--- src/rtl/fp_mul_pipe.sv ---
// Three-stage pipelined IEEE-754 single-precision multiplier with a sideband tag.
// Stages: unpack/classify, significand multiply, normalise/round(RNE)/pack.
module fp_mul_pipe #(
    parameter int unsigned TAG_W = 4
) (
    input  logic             clk,
    input  logic             reset,
    input  logic             stall,
    input  logic             in_valid,
    input  logic [31:0]      a,
    input  logic [31:0]      b,
    input  logic [TAG_W-1:0] in_tag,
    output logic             out_valid,
    output logic [31:0]      result,
    output logic [TAG_W-1:0] out_tag,
    output logic             ovf,
    output logic             unf,
    output logic             inv
);

    logic en;
    assign en = ~stall;

    // Stage 1: unpack and classify
    logic [7:0]        ea, eb;
    logic              a_zero, b_zero, a_inf, b_inf, a_nan, b_nan;
    logic              s1_valid_d, s1_sign_d, s1_inv_d, s1_inf_d, s1_zero_d;
    logic signed [9:0] s1_es_d;
    logic [23:0]       s1_ma_d, s1_mb_d;
    logic [TAG_W-1:0]  s1_tag_d;

    logic              s1_valid_q, s1_sign_q, s1_inv_q, s1_inf_q, s1_zero_q;
    logic signed [9:0] s1_es_q;
    logic [23:0]       s1_ma_q, s1_mb_q;
    logic [TAG_W-1:0]  s1_tag_q;

    always_comb begin
        ea         = a[30:23];
        eb         = b[30:23];
        a_zero     = (ea == 8'd0);
        b_zero     = (eb == 8'd0);
        a_inf      = (ea == 8'hFF) && (a[22:0] == 23'd0);
        b_inf      = (eb == 8'hFF) && (b[22:0] == 23'd0);
        a_nan      = (ea == 8'hFF) && (a[22:0] != 23'd0);
        b_nan      = (eb == 8'hFF) && (b[22:0] != 23'd0);
        s1_valid_d = in_valid;
        s1_sign_d  = a[31] ^ b[31];
        s1_es_d    = $signed({2'b00, ea} + {2'b00, eb} - 10'd127);
        s1_ma_d    = {1'b1, a[22:0]};
        s1_mb_d    = {1'b1, b[22:0]};
        s1_tag_d   = in_tag;
        s1_inv_d   = a_nan | b_nan | (a_inf & b_zero) | (b_inf & a_zero);
        s1_inf_d   = (a_inf | b_inf) & ~s1_inv_d;
        s1_zero_d  = (a_zero | b_zero) & ~s1_inv_d & ~s1_inf_d;
    end

    // Stage 2: significand product
    logic              s2_valid_q, s2_sign_q, s2_inv_q, s2_inf_q, s2_zero_q;
    logic signed [9:0] s2_es_q;
    logic [47:0]       s2_prod_q, s2_prod_d;
    logic [TAG_W-1:0]  s2_tag_q;

    always_comb begin
        s2_prod_d = 48'(s1_ma_q) * 48'(s1_mb_q);
    end

    // Stage 3: normalise, round to nearest even, pack
    logic [23:0]       mant;
    logic              guard, sticky, rnd;
    logic [24:0]       mant_r;
    logic [22:0]       frac;
    logic signed [9:0] exp_n;
    logic              out_valid_d, ovf_d, unf_d, inv_d;
    logic [31:0]       result_d;
    logic [TAG_W-1:0]  out_tag_d;

    logic              out_valid_q, ovf_q, unf_q, inv_q;
    logic [31:0]       result_q;
    logic [TAG_W-1:0]  out_tag_q;

    always_comb begin
        if (s2_prod_q[47]) begin
            mant   = s2_prod_q[47:24];
            guard  = s2_prod_q[23];
            sticky = |s2_prod_q[22:0];
            exp_n  = s2_es_q + 10'sd1;
        end else begin
            mant   = s2_prod_q[46:23];
            guard  = s2_prod_q[22];
            sticky = |s2_prod_q[21:0];
            exp_n  = s2_es_q;
        end
        rnd    = guard & (sticky | mant[0]);
        mant_r = {1'b0, mant} + 25'(rnd);
        if (mant_r[24]) begin
            exp_n = exp_n + 10'sd1;
            frac  = mant_r[23:1];
        end else begin
            frac  = mant_r[22:0];
        end

        out_valid_d = s2_valid_q;
        result_d    = result_q;
        out_tag_d   = out_tag_q;
        ovf_d       = ovf_q;
        unf_d       = unf_q;
        inv_d       = inv_q;
        if (s2_valid_q) begin
            out_tag_d = s2_tag_q;
            ovf_d     = 1'b0;
            unf_d     = 1'b0;
            inv_d     = 1'b0;
            if (s2_inv_q) begin
                result_d = 32'h7FC0_0000;
                inv_d    = 1'b1;
            end else if (s2_inf_q) begin
                result_d = {s2_sign_q, 8'hFF, 23'd0};
            end else if (s2_zero_q) begin
                result_d = {s2_sign_q, 31'd0};
            end else if (exp_n >= 10'sd255) begin
                result_d = {s2_sign_q, 8'hFF, 23'd0};
                ovf_d    = 1'b1;
            end else if (exp_n <= 10'sd0) begin
                result_d = {s2_sign_q, 31'd0};
                unf_d    = 1'b1;
            end else begin
                result_d = {s2_sign_q, exp_n[7:0], frac};
            end
        end
    end

    always_ff @(posedge clk or posedge reset) begin
        if (reset) begin
            s1_valid_q  <= 1'b0;
            s1_sign_q   <= 1'b0;
            s1_inv_q    <= 1'b0;
            s1_inf_q    <= 1'b0;
            s1_zero_q   <= 1'b0;
            s1_es_q     <= '0;
            s1_ma_q     <= '0;
            s1_mb_q     <= '0;
            s1_tag_q    <= '0;
            s2_valid_q  <= 1'b0;
            s2_sign_q   <= 1'b0;
            s2_inv_q    <= 1'b0;
            s2_inf_q    <= 1'b0;
            s2_zero_q   <= 1'b0;
            s2_es_q     <= '0;
            s2_prod_q   <= '0;
            s2_tag_q    <= '0;
            out_valid_q <= 1'b0;
            result_q    <= '0;
            out_tag_q   <= '0;
            ovf_q       <= 1'b0;
            unf_q       <= 1'b0;
            inv_q       <= 1'b0;
        end else if (en) begin
            s1_valid_q  <= s1_valid_d;
            s1_sign_q   <= s1_sign_d;
            s1_inv_q    <= s1_inv_d;
            s1_inf_q    <= s1_inf_d;
            s1_zero_q   <= s1_zero_d;
            s1_es_q     <= s1_es_d;
            s1_ma_q     <= s1_ma_d;
            s1_mb_q     <= s1_mb_d;
            s1_tag_q    <= s1_tag_d;
            s2_valid_q  <= s1_valid_q;
            s2_sign_q   <= s1_sign_q;
            s2_inv_q    <= s1_inv_q;
            s2_inf_q    <= s1_inf_q;
            s2_zero_q   <= s1_zero_q;
            s2_es_q     <= s1_es_q;
            s2_prod_q   <= s2_prod_d;
            s2_tag_q    <= s1_tag_q;
            out_valid_q <= out_valid_d;
            result_q    <= result_d;
            out_tag_q   <= out_tag_d;
            ovf_q       <= ovf_d;
            unf_q       <= unf_d;
            inv_q       <= inv_d;
        end
    end

    assign out_valid = out_valid_q;
    assign result    = result_q;
    assign out_tag   = out_tag_q;
    assign ovf       = ovf_q;
    assign unf       = unf_q;
    assign inv       = inv_q;

endmodule

--- config.mk ---
export PLATFORM = sky130hd
export DESIGN_NAME = fp_mul_pipe
export DESIGN_NICKNAME = d
export VERILOG_FILES = /design/src/rtl/fp_mul_pipe.sv
export SDC_FILE = /design/constraint.sdc
export NUM_CORES = 2
export LEC_CHECK = 0
export BUFFER_PORTS_ARGS = -buffer_cell sky130_fd_sc_hd__buf_4
export CAP_MARGIN = 20
export CORE_MARGIN = 4
export CORE_UTILIZATION = 40
export DETAILED_ROUTE_END_ITERATION = 10
export PLACE_DENSITY = 0.65
export SLEW_MARGIN = 20
export SYNTH_ARGS = -nofsm -noshare
export SYNTH_HDL_FRONTEND = slang
export SYNTH_SLANG_ARGS = --single-unit
--- constraint.sdc ---
create_clock -name clk -period 11.5 [get_ports clk]
set_input_delay 2.3 -clock clk [delete_from_list [all_inputs] [get_ports clk]]
set_output_delay 2.3 -clock clk [all_outputs]
set_load 0.01 [all_outputs]
* Word level (Yosys, flattened, before mapping)
Index checks and enable logic that the tools add are counted.
Word-level totals: flip-flop bits (word level) 174, output and inout bits 40, logic and storage cells 83
Cells by class: add/subtract/negate cells 5, multipliers 1, order comparisons 2, equality and inequality tests 2, mux-type cells 21, bitwise gates (word level) 16, reduce and logical (&&, ||, !) cells 13
Operators with widths (count):
- 31-bit 2-to-1 mux | 4
- 24-bit by 24-bit multiplier with 48-bit output | 1
- 23-bit logical NOT | 2
- 23-bit nonzero test | 2
- 32-bit 2-to-1 mux | 1
- 24-bit by 1-bit adder with 25-bit output | 1
- 24-bit 2-to-1 mux | 1
- 23-bit 2-to-1 mux | 1
- 23-bit OR reduction | 1
- 22-bit OR reduction | 1
- 10-bit by 2-bit adder with 10-bit output, second input constant | 2
- 10-bit 2-to-1 mux | 2
- 8-bit == test, second input constant | 2
- 8-bit logical NOT | 2
- 1-bit 2-to-1 mux | 12
- 10-bit by 9-bit >= comparator with 1-bit output, second input constant | 1
- 10-bit by 1-bit less-or-equal comparator with 1-bit output, second input constant | 1
- 9-bit by 7-bit subtractor with 10-bit output, second input constant | 1
- 8-bit by 8-bit adder with 9-bit output | 1
- 1-bit bitwise AND | 6
- 1-bit OR | 6
- 1-bit logical AND | 4
- 1-bit inverter | 3
- 2-bit AND reduction | 1
- 1-bit XOR | 1

* Depth between registers and ports, before layout
depth in word-level cells 12, gate-level depth with buffers 26

* Least setup slack after synthesis
No wires, ideal clock.
path kind register to register, start point register s1_ma_q[23], end point register s2_prod_q[47], library setup time 71 ps, arrival 6779 ps, data required time 11429 ps, slack 4650 ps, cell stages (with the launch flop) 26, path buffers 3, cell sequence dfrtp_1 > clkbuf_1 > clkbuf_1 > and2_1 > fa_1 > fa_1 > inv_1 > fa_1 > fa_1 > inv_1 > fa_1 > fa_1 > inv_1 > fa_1 > inv_1 > ha_1 > clkbuf_1 > nand2_1 > o21a_1 > nand3b_1 > a22o_1 > o221a_2 > a211oi_1 > nor3_1 > or4_1 > nand4_1
Between the ends: word-level cells in the longest chain between the ends 1
Ends and longest elaborated chain:
- from (decl) | RTL line 34 | logic [23:0] s1_ma_q, s1_mb_q;
- from (signal assigned) | RTL line 164 | s1_ma_q <= s1_ma_d;
- 24-bit by 24-bit multiplier with 48-bit output | RTL line 64 | s2_prod_d = 48'(s1_ma_q) * 48'(s1_mb_q);
- to (signal assigned) | RTL line 173 | s2_prod_q <= s2_prod_d;
- to (decl) | RTL line 60 | logic [47:0] s2_prod_q, s2_prod_d;
No other way between the ends. A chain may end at the register's enable or synchronous reset.

* Worst setup path after layout
start point register s1_mb_q[9], end point register s2_prod_q[44]
Between the ends: word-level cells in the longest chain between the ends 1
Ends and longest elaborated chain:
- from (decl) | RTL line 34
- from (signal assigned) | RTL line 165 | s1_mb_q <= s1_mb_d;
- 24-bit by 24-bit multiplier with 48-bit output | RTL line 64
No other way between the ends.

==> results.ini <==
[global_route]
grt_use_total_pct=20.04
antenna_found_initial=0
grt_start_max_net_pins=73
grt_pass1_wl_mm=116.3
overflow=0
grt_pass1_vias=21371

[yosys]
ys.warnings.count=0
synthTopCellsByCount=564 x inv_1, 483 x fa_1, 431 x nand2_1
synth_top_area_share_pct=34.93
ys_seq_area_share_pct=15.64
yosysMostFrequentCell=inv_1
async_flop_share_pct=100.0
syn-cell-area_um2=27680
syn_area_per_cell_um2=9.249
synthFlopType=dfrtp_1
synth.area.top_cells=fa_1 35%, dfrtp_1 16%, ha_1 8.7%, inv_1 7.6%, and2_1 7.1%
synth_cell_types=83
synth-seq-cells=173
yosysTopAreaCell=fa_1
synth_cells=2993
synth_fp_nets=3740
synth_edf_count=0

[cts]
cts_tree=yes
clock_tree.root_cell=clkbuf_16
clockBufferDepth=2
cts-buffers-inserted=17
clock_sinks=173
path_clk_slew_ns=0.08
ctsResizeCount=0
ctsHoldBuffers=0
postCtsSetupBuffers=0
cts_htree_levels=4
clock_latency_ns=0.48

[detailed_routing]
vias=20346
drt-total-wl_mm=71.46
drc=0
via_per_inst=5.172
wl_per_cell_um=18.16
drtIter0Drc=1344
drtPass1Iterations=6
ant_nets=0

[setup_path]
startpoint=s1_mb_q[9]
crit_path_max_fanout=25
cp_slowest_cell=dfrtp_1
cp-endpoint=s2_prod_q[44]
startpoint_type=register
critPathKind=register to register
cpMostUsedCell=fa_1
regToRegStartpoint=s1_mb_q[9]
r2r_cells=23
cp-end-kind=register
cp_cell_sequence=nand2_1 > fa_1 > fa_1 > inv_1 > fa_1 > inv_1 > fa_1 > inv_1 > fa_1 > fa_1 > inv_1 > fa_1 > inv_1 > ha_1 > a21oi_1 > o21ai_0 > a211oi_1 > a2111oi_0 > a311oi_1 > o2111ai_1 > a31oi_1 > nor4b_1 > a211o_1
cp.arrival_ns=8.74
reg2reg_slack_ns=3.13
slowest_delay_ns=1.09
worstPathRequired_ns=11.87
r2r_end=s2_prod_q[44]

[finish]
areaGrowthSynthToFinish_pct=7.797
drive_gt1_share_pct=9.260
nets=3736
fill_cells=6648
seq_area_um2=4330
multi_input_area_um2=20610

[placement]
routabilityCongestion=0.8831
hpwl_mm=55.66
io_buffers=111

[timing]
period_share_pct=72.75
setup_viol=0
max_slew.worst_pin.slew_ns=1.132
skew_ns=0.01300
drv_slew=0
slew_headroom_pct=24.51
finalSetupTns_ns=0
hold_violations=0
post-route-min-period_ns=8.366
fmax_ghz=0.1195
rsz0062_at_grt=no

[floorplanning]
die_area_um2=73480
dieHeight_um=271.1
rows=96
dieWidth_um=271.1
coreArea_um2=68590
io-pin-count=112
start_util_pct=40.36

[run]
cap_violations=0

[hold_path]
hold_path.class=register to register
hold_depth=2

[status]
run_status=finished clean

[logic make-up (layout without fill, tap and decap cells)]
logic type	count (synthesis)	count (layout)	synth area share [%]
AOI/OAI and AO/OA	316	316	7.643
muxes	91	91	3.661
xor gates and xnor gates	65	65	2.057
buffers and inverters	718	727	9.903
adders and majority gates	675	675	43.61
DFF	173	173	15.64
and+or+nand+nor	955	955	17.49
other	0	1	0
[routing by layer]
layer | share of wire (%) | track usage, %
met1 | 40 | 25.27
met3 | 5.3 | 3.698
met2 | 50 | 33.69
met4 | 4.6 | 8.970
met5 | 0 | 0
[area by class of cell]
type	instances	area share [%]
Tap cell	931	3.904
Clock inverter	15	0.6583
Multi-Input combinational cell	2102	69.07
Inverter	564	7.111
Clock buffer	17	1.426
Timing Repair Buffer	131	3.308
Sequential cell	173	14.51
Antenna cell	1	0.008386
[worst max-delay path: cells and delay by family (launching register included)]
family / cells / cell delay, ns
adder cells (fa/ha/maj): 8 / 3.87
AO/OA/AOI/OAI: 8 / 2.73
AND/OR/NAND/NOR: 2 / 0.28
buffers and inverters: 5 / 0.27
flip-flops: 1 / 1.09
[per-stage QoR]
step / hold WS [ns] / std cells / cell area, um^2 / setup slack (ns) / utilization (%)
floorplan: 0.4331 / 2993 / 27680 / 4.512 / -
global placement: 0.4496 / 3901 / 29220 / 3.501 / 42.60
CTS: 0.4774 / 3933 / 29840 / 3.299 / 43.50
global route: 0.4942 / 3933 / 29840 / 2.609 / 43.50
finish: 0.4681 / 3934 / 29840 / 3.134 / 43.51
detailed placement: 0.4598 / 3901 / 29220 / 3.256 / 42.60
[layout by cell type (no fill, tap or decap), types with 12 or more instances in the layout]
master       n
nor4_1      19
nand3_1     23
xnor2_1     43
xor2_1      22
nand4_1     21
a21oi_1     78
a31oi_1     12
clkbuf_16   17
o21ai_0     84
dfrtp_1    172
mux2_2      78
buf_4      130
nand2_1    431
nor3_1      22
nor2_1      48
and2_1     312
ha_1       192
inv_1      563
a211oi_1    13
and3_1      12
o211ai_1    12
fa_1       483
mux2i_1     12
nor2b_1     16
a21o_1      14
[flip-flops by register name, summed over array words and instances (netlist names), 4 cells and up]
signal     flops
s2_tag_q       4
s1_mb_q       23
out_tag        4
s2_es_q       10
s1_tag_q       4
s1_es_q       10
s1_ma_q       24
s2_prod_q     48
result        32
[how the worst min path moves through the flow]
stage | from | to | slack (ns)
3_3_place_gp | s2_tag_q[3] | out_tag[3] | 0.45
6_report | s2_tag_q[3] | out_tag[3] | 0.47
4_1_cts | s2_tag_q[3] | out_tag[3] | 0.48
2_1_floorplan | s2_tag_q[0] | out_tag[0] | 0.43
5_1_grt | s2_tag_q[3] | out_tag[3] | 0.49
3_5_place_dp | s2_tag_q[3] | out_tag[3] | 0.46
Power is left out: the tool's default activity adds up to more than one toggle a clock period on the data nets, which glitch-free logic cannot reach.
